File: src/rtl/seg_scan_decoder.sv
// rtl/seg_scan_decoder.sv - scanned 7-segment display decoder; SEG_PAIR_VALUE_EN adds val_a/val_b
module seg_scan_decoder #(
  parameter int unsigned STABLE_CNT = 2,
  parameter int unsigned TIMEOUT    = 200
) (
  input  logic       clk1khz,
  input  logic       rst,
  input  logic [5:0] scan,
  input  logic [7:0] dout,
  output logic [3:0] digit0,
  output logic [3:0] digit1,
  output logic [3:0] digit2,
  output logic [3:0] digit3,
  output logic [3:0] digit_vld,
  output logic       frame_done,
  output logic       scan_err,
  output logic       code_err,
  output logic       seq_err,
`ifdef SEG_PAIR_VALUE_EN
  output logic [6:0] val_a,
  output logic [6:0] val_b,
`endif
  output logic       stale
);

  localparam logic [1:0] ST_WAIT0 = 2'd0;
  localparam logic [1:0] ST_SEEN0 = 2'd1;
  localparam logic [1:0] ST_SEEN1 = 2'd2;
  localparam logic [1:0] ST_SEEN2 = 2'd3;

  localparam logic [1:0] STABLE_L  = 2'(STABLE_CNT);
  localparam logic [7:0] TIMEOUT_L = 8'(TIMEOUT);

  logic [5:0]      scan_q;
  logic [7:0]      dout_q;
  logic [3:0][3:0] digit_q, digit_d;
  logic [3:0][3:0] last_q, last_d;
  logic [3:0][1:0] cnt_q, cnt_d;
  logic [3:0]      vld_q, vld_d;
  logic [1:0]      state_q, state_d;
  logic [7:0]      idle_q, idle_d;
  logic            stale_q, stale_d;
  logic            frame_q, frame_d;
  logic            scan_err_q, scan_err_d;
  logic            code_err_q, code_err_d;
  logic            seq_err_q, seq_err_d;

  logic            slot_legal;
  logic [1:0]      slot;
  logic            scan_bad;
  logic            code_ok;
  logic [3:0]      code_val;
  logic [1:0]      next_cnt;

  always_comb begin
    slot_legal = 1'b1;
    slot       = 2'd0;
    case (scan_q)
      6'b000001: slot = 2'd0;
      6'b000010: slot = 2'd1;
      6'b010000: slot = 2'd2;
      6'b100000: slot = 2'd3;
      default:   slot_legal = 1'b0;
    endcase
  end

  assign scan_bad = (scan_q != 6'd0) && !slot_legal;

  // dp=1 never matches a table entry, so it falls into the code error path
  always_comb begin
    code_ok  = 1'b1;
    code_val = 4'hF;
    case (dout_q)
      8'h3F:   code_val = 4'h0;
      8'h06:   code_val = 4'h1;
      8'h5B:   code_val = 4'h2;
      8'h4F:   code_val = 4'h3;
      8'h66:   code_val = 4'h4;
      8'h6D:   code_val = 4'h5;
      8'h7D:   code_val = 4'h6;
      8'h07:   code_val = 4'h7;
      8'h7F:   code_val = 4'h8;
      8'h6F:   code_val = 4'h9;
      8'h77:   code_val = 4'hA;
      8'h7C:   code_val = 4'hB;
      8'h39:   code_val = 4'hC;
      8'h5E:   code_val = 4'hD;
      8'h79:   code_val = 4'hE;
      8'h00:   code_val = 4'hF;
      default: code_ok  = 1'b0;
    endcase
  end

  always_comb begin
    digit_d    = digit_q;
    last_d     = last_q;
    cnt_d      = cnt_q;
    vld_d      = vld_q;
    state_d    = state_q;
    idle_d     = idle_q;
    stale_d    = stale_q;
    frame_d    = 1'b0;
    scan_err_d = scan_bad;
    code_err_d = 1'b0;
    seq_err_d  = 1'b0;
    next_cnt   = 2'd0;

    if (slot_legal) begin
      idle_d  = 8'd0;
      stale_d = 1'b0;

      // A count of zero means there is no trusted previous visit to compare with
      if (!code_ok) begin
        code_err_d  = 1'b1;
        cnt_d[slot] = 2'd0;
      end else begin
        if ((cnt_q[slot] != 2'd0) && (last_q[slot] == code_val)) begin
          next_cnt = (cnt_q[slot] >= STABLE_L) ? STABLE_L : cnt_q[slot] + 2'd1;
        end else begin
          next_cnt = 2'd1;
        end
        cnt_d[slot]  = next_cnt;
        last_d[slot] = code_val;
        if (next_cnt == STABLE_L) begin
          digit_d[slot] = code_val;
          vld_d[slot]   = 1'b1;
        end
      end

      if (slot == 2'd0) begin
        state_d = ST_SEEN0;
      end else begin
        case (state_q)
          ST_SEEN0: begin
            if (slot == 2'd1) state_d = ST_SEEN1;
            else begin state_d = ST_WAIT0; seq_err_d = 1'b1; end
          end
          ST_SEEN1: begin
            if (slot == 2'd1) state_d = ST_SEEN1;
            else if (slot == 2'd2) state_d = ST_SEEN2;
            else begin state_d = ST_WAIT0; seq_err_d = 1'b1; end
          end
          ST_SEEN2: begin
            if (slot == 2'd2) state_d = ST_SEEN2;
            else if (slot == 2'd3) begin
              state_d = ST_WAIT0;
              frame_d = &vld_d;
            end else begin state_d = ST_WAIT0; seq_err_d = 1'b1; end
          end
          default: begin
            state_d   = ST_WAIT0;
            seq_err_d = 1'b1;
          end
        endcase
      end
    end else begin
      if (idle_q != TIMEOUT_L) idle_d = idle_q + 8'd1;
      if (idle_d == TIMEOUT_L) begin
        stale_d = 1'b1;
        vld_d   = 4'd0;
        cnt_d   = '0;
        state_d = ST_WAIT0;
      end
    end
  end

  always_ff @(posedge clk1khz) begin
    if (!rst) begin
      scan_q     <= 6'd0;
      dout_q     <= 8'd0;
      digit_q    <= {4{4'hF}};
      last_q     <= '0;
      cnt_q      <= '0;
      vld_q      <= 4'd0;
      state_q    <= ST_WAIT0;
      idle_q     <= 8'd0;
      stale_q    <= 1'b0;
      frame_q    <= 1'b0;
      scan_err_q <= 1'b0;
      code_err_q <= 1'b0;
      seq_err_q  <= 1'b0;
    end else begin
      scan_q     <= scan;
      dout_q     <= dout;
      digit_q    <= digit_d;
      last_q     <= last_d;
      cnt_q      <= cnt_d;
      vld_q      <= vld_d;
      state_q    <= state_d;
      idle_q     <= idle_d;
      stale_q    <= stale_d;
      frame_q    <= frame_d;
      scan_err_q <= scan_err_d;
      code_err_q <= code_err_d;
      seq_err_q  <= seq_err_d;
    end
  end

  assign digit0     = digit_q[0];
  assign digit1     = digit_q[1];
  assign digit2     = digit_q[2];
  assign digit3     = digit_q[3];
  assign digit_vld  = vld_q;
  assign frame_done = frame_q;
  assign scan_err   = scan_err_q;
  assign code_err   = code_err_q;
  assign seq_err    = seq_err_q;
  assign stale      = stale_q;

`ifdef SEG_PAIR_VALUE_EN
  logic [6:0] val_a_q, val_b_q;

  function automatic logic [6:0] pair_val(input logic [3:0] hi, input logic [3:0] lo);
    if ((hi > 4'd9) || (lo > 4'd9)) return 7'h7F;
    return ({3'b000, hi} * 7'd10) + {3'b000, lo};
  endfunction

  // Built from the registered digits, so these trail a digit update by one edge
  always_ff @(posedge clk1khz) begin
    if (!rst) begin
      val_a_q <= 7'h7F;
      val_b_q <= 7'h7F;
    end else begin
      val_a_q <= pair_val(digit_q[1], digit_q[0]);
      val_b_q <= pair_val(digit_q[3], digit_q[2]);
    end
  end

  assign val_a = val_a_q;
  assign val_b = val_b_q;
`endif

endmodule

File: config.mk
export PLATFORM = sky130hd
export DESIGN_NAME = seg_scan_decoder
export DESIGN_NICKNAME = d
export VERILOG_FILES = /design/src/rtl/seg_scan_decoder.sv
export SDC_FILE = /design/constraint.sdc
export NUM_CORES = 1
export LEC_CHECK = 0
export ABC_AREA = 1
export CAP_MARGIN = 20
export CORE_MARGIN = 5
export CORE_UTILIZATION = 30
export CTS_BUF_LIST = sky130_fd_sc_hd__clkbuf_8 sky130_fd_sc_hd__clkbuf_16
export DETAILED_ROUTE_END_ITERATION = 12
export REMOVE_ABC_BUFFERS = 1
export SKIP_CTS_REPAIR_TIMING = 1
export SYNTH_ARGS = -nofsm -noshare
export SYNTH_HDL_FRONTEND = slang
export SYNTH_SLANG_ARGS = --single-unit
File: constraint.sdc
create_clock -name clk1khz -period 2.5 [get_ports clk1khz]
set_clock_uncertainty 0.2 [all_clocks]
set_input_delay 0.25 -clock clk1khz [delete_from_list [all_inputs] [get_ports clk1khz]]
set_output_delay 0.25 -clock clk1khz [all_outputs]
set_load 0.02 [all_outputs]
==> reports/qor.yml <==
crit_arrival_ps: 2420
cts_buffers: 9
status: "completed"
initial_core_util_pct: 30.9
clock_latency_ps: 340
reg2reg_depth: 17
synthFlopType: "dfxtp_1"
core_area_sq_um: 12100
ant_nets: 0
dr.first_iter.drc_count: 175
avgSynthCellArea_sq_um: 6.91
holdWs_ps: 236
clkPwrFrac_pct: 45.3
critical_path.cell_chain: "inv_2, nor2_4, nand2_4, nor2_4, nor2_2, nand2_2, nor2_4, nand2_8, nand2_2, nand2_1, nand2_2, nor2_4, nand3_4, nor2_4, inv_2, nand2_1, nand3_1"
final_cell_mix: "150 x nand2_1, 66 x dfxtp_1, 63 x inv_1"
cts_sinks: 73
netlist_instances: 541
via_per_inst: 4.60
clk_pin_slew_ps: 60
min_to: "dout_q[6]$_SDFF_PN0_"
rsz0062_at_grt: "true"
rrSetupSlack_ps: 100
ys_seq_elements: 73
io_pins: 41
drive_gt1_share_pct: 21.5
cp_top_family: "simple AND/OR/NAND/NOR gates"
row_count: 40
combPwrFrac_pct: 10.8
antenna_found_initial: 0
fill_cells: 1286
seq_power_share_pct: 43.9
hp-start: "dout[6]"
max_stage_delay_ps: 350
min_path_cells: 3
r2r-end: "digit0[0]$_SDFFE_PN1P_"
vias: 3599
post_drt_wl_per_cell_um: 12.2
hpwl_mm: 7.00
crit_required_ps: 2510
die_h_um: 122
path_max_fanout: 8
syn2layout_area_growth_pct: 34.0
setup_slack_ps: 96.3
setup_tns_ps: 0
clock-root-buffer: "clkbuf_16"
synth_edf_count: 0
cp-end-kind: "flip-flop"
finalHoldViolCount: 0
portBuffers: 40
hold_class: "in -> reg"
grt_pass1_wl_mm: 15.0
max_freq_mhz: 416
crit_top_cell: "nor2_4"
async_reset_ff_share_pct: 0
synth_seq_area_share_pct: 39.1
cap_violations: 0
grt_max_degree: 26
drt_wl_total_mm: 9.57
netlist_area_sq_um: 3740
power.switching_mw: 0.702
dieArea_sq_um: 14800
timing_worst_slew_pin_value_ps: 358
grt_use_total_pct: 12.6
cellLeakagePower_nw: 2.17
final_cell_area_sq_um: 5010
drv_slew: 0
start_kind: "flip-flop"
tritoncts: "done"
crit_type: "reg -> reg"
grt_pass1_vias: 3299
n_antenna_cell: 0
postLayoutCoreUtil_pct: 41.4
drc_errors: 0
synth_cell_types: 34
r2r-start: "dout_q[6]$_SDFF_PN0_"
power_switching_share_pct: 25.4
cts_max_level: 3
min_period_ps: 2400
maxSlewHeadroom_pct: 76.0
dr.pass1.iters: 5
placed_area_sq_um: 4430
dpl_worst_slack_ps: 6.39
power.density_nw_per_um2: 552
post-route-period-util_pct: 96.1
die_w_um: 122
final_common_cell: "nand2_1"
cp_slowest_cell: "dfxtp_2"
p_int_mw: 2.06
worst-path-buf-inv: 2
grt-ovfl-total: 0
gp_congestion: 0.938
cts_buffer_depth: 2
final_nets: 633
irDropWorstVdd_uv: 330
yosysWarnings: 0
setup_violations: 0
state kept, by name, summed over array words and instances, names as in the netlist, 2 cells and up:
name and flops:
scan_q 6, idle_q 8, digit3 4, digit1 4, cnt_q 8, state_q 2
last_q 16, digit2 4, digit0 4, digit_vld 4, dout_q 8
cell type report:
cell class	instances	area (sq um)	area share (%)
sequential	73	1470	29.3
timing repair buffer	68	618	12.3
clock inverter	6	61.3	1.22
tap	168	210	4.19
inverter	75	287	5.72
multi-input combinational	384	2140	42.7
clock buffer	9	225	4.49
per-layer routing:
metal | part of all wire (%) | vias to the layer above | track usage, % | routed length, um
li1 | - | 1861 | - | -
met1 | 45 | 1655 | 15.9 | 4330
met2 | 48 | 72 | 20.5 | 4600
met3 | 5.4 | 11 | 3.34 | 517
met4 | 1.3 | 0 | 4.90 | 122
met5 | 0 | - | 0 | 0
stage by stage:
stage	instances	total power, mW
after floorplan	532	1.40
after global placement	757	1.50
after detailed placement	757	1.50
after CTS	772	2.75
after global routing	783	2.87
final	783	2.77
worst reg2reg max path, stage by stage (launching register included):
cell	delay [ps]
dfxtp_2	350
inv_2	50
nor2_4	190
nand2_4	120
nor2_4	140
nor2_2	60
nand2_2	80
nor2_4	50
nand2_8	120
nand2_2	80
nand2_1	80
nand2_2	60
nor2_4	170
nand3_4	150
nor2_4	190
inv_2	70
nand2_1	60
nand3_1	60
power by group through the flow:
| stage | Combinational [mW] | Clock, mW | Sequential, mW |
|---|---|---|---|
| 2_1_floorplan | 0.161 | 0 | 1.24 |
| 3_3_place_gp | 0.265 | 0 | 1.24 |
| 3_5_place_dp | 0.268 | 0 | 1.24 |
| 4_1_cts | 0.270 | 1.27 | 1.21 |
| 5_1_grt | 0.330 | 1.32 | 1.22 |
| 6_report | 0.299 | 1.25 | 1.21 |
synthesized netlist by cell type, types with 2 or more instances:
cell	n	area share, %
nand3_2	2	0.54
o211ai_2	10	3.3
o211ai_1	6	1.2
nand3_1	28	3.7
inv_2	11	1.1
o21ai_1	2	0.27
nand4_1	8	1.3
nor2_4	7	2.1
o21ai_0	10	1.3
o31ai_1	2	0.40
nand2_2	12	2.0
xor2_1	3	0.70
nor2_2	8	1.3
nand2_1	159	16
nand3b_1	3	0.60
inv_1	63	6.3
nor3_1	5	0.67
ha_1	6	2.0
nor2_1	65	6.5
clkbuf_1	6	0.60
a21oi_1	36	4.8
dfxtp_1	73	39
nor3b_1	5	1.0
cells by family (layout without fill, tap and decap cells):
group | Yosys count | after routing | synth area share (%)
AND/OR/NAND/NOR | 306 | 306 | 37.5
buffers and inverters | 84 | 158 | 8.73
flip-flops | 73 | 73 | 39.1
AO/OA/AOI/OAI | 68 | 68 | 11.8
adder cells (fa/ha/maj) | 6 | 6 | 2.01
XOR/XNOR | 4 | 4 | 0.937
worst max-delay path by stage:
stage	from	end	slack, ps	depth (start not counted)
global placement	dout_q[2]$_SDFF_PN0_	digit2[0]$_SDFFE_PN1P_	120	17
CTS	scan_q[0]$_SDFF_PN0_	digit3[2]$_SDFFE_PN1P_	-20	14
finish	dout_q[6]$_SDFF_PN0_	digit0[0]$_SDFFE_PN1P_	100	17
global route	dout_q[6]$_SDFF_PN0_	digit0[3]$_SDFFE_PN1P_	-70	17
detailed placement	scan_q[0]$_SDFF_PN0_	digit3[2]$_SDFFE_PN1P_	6	14
floorplan	scan_q[4]$_SDFF_PN0_	digit3[0]$_SDFFE_PN1P_	160	14
Power figures use the tool's default switching activity.
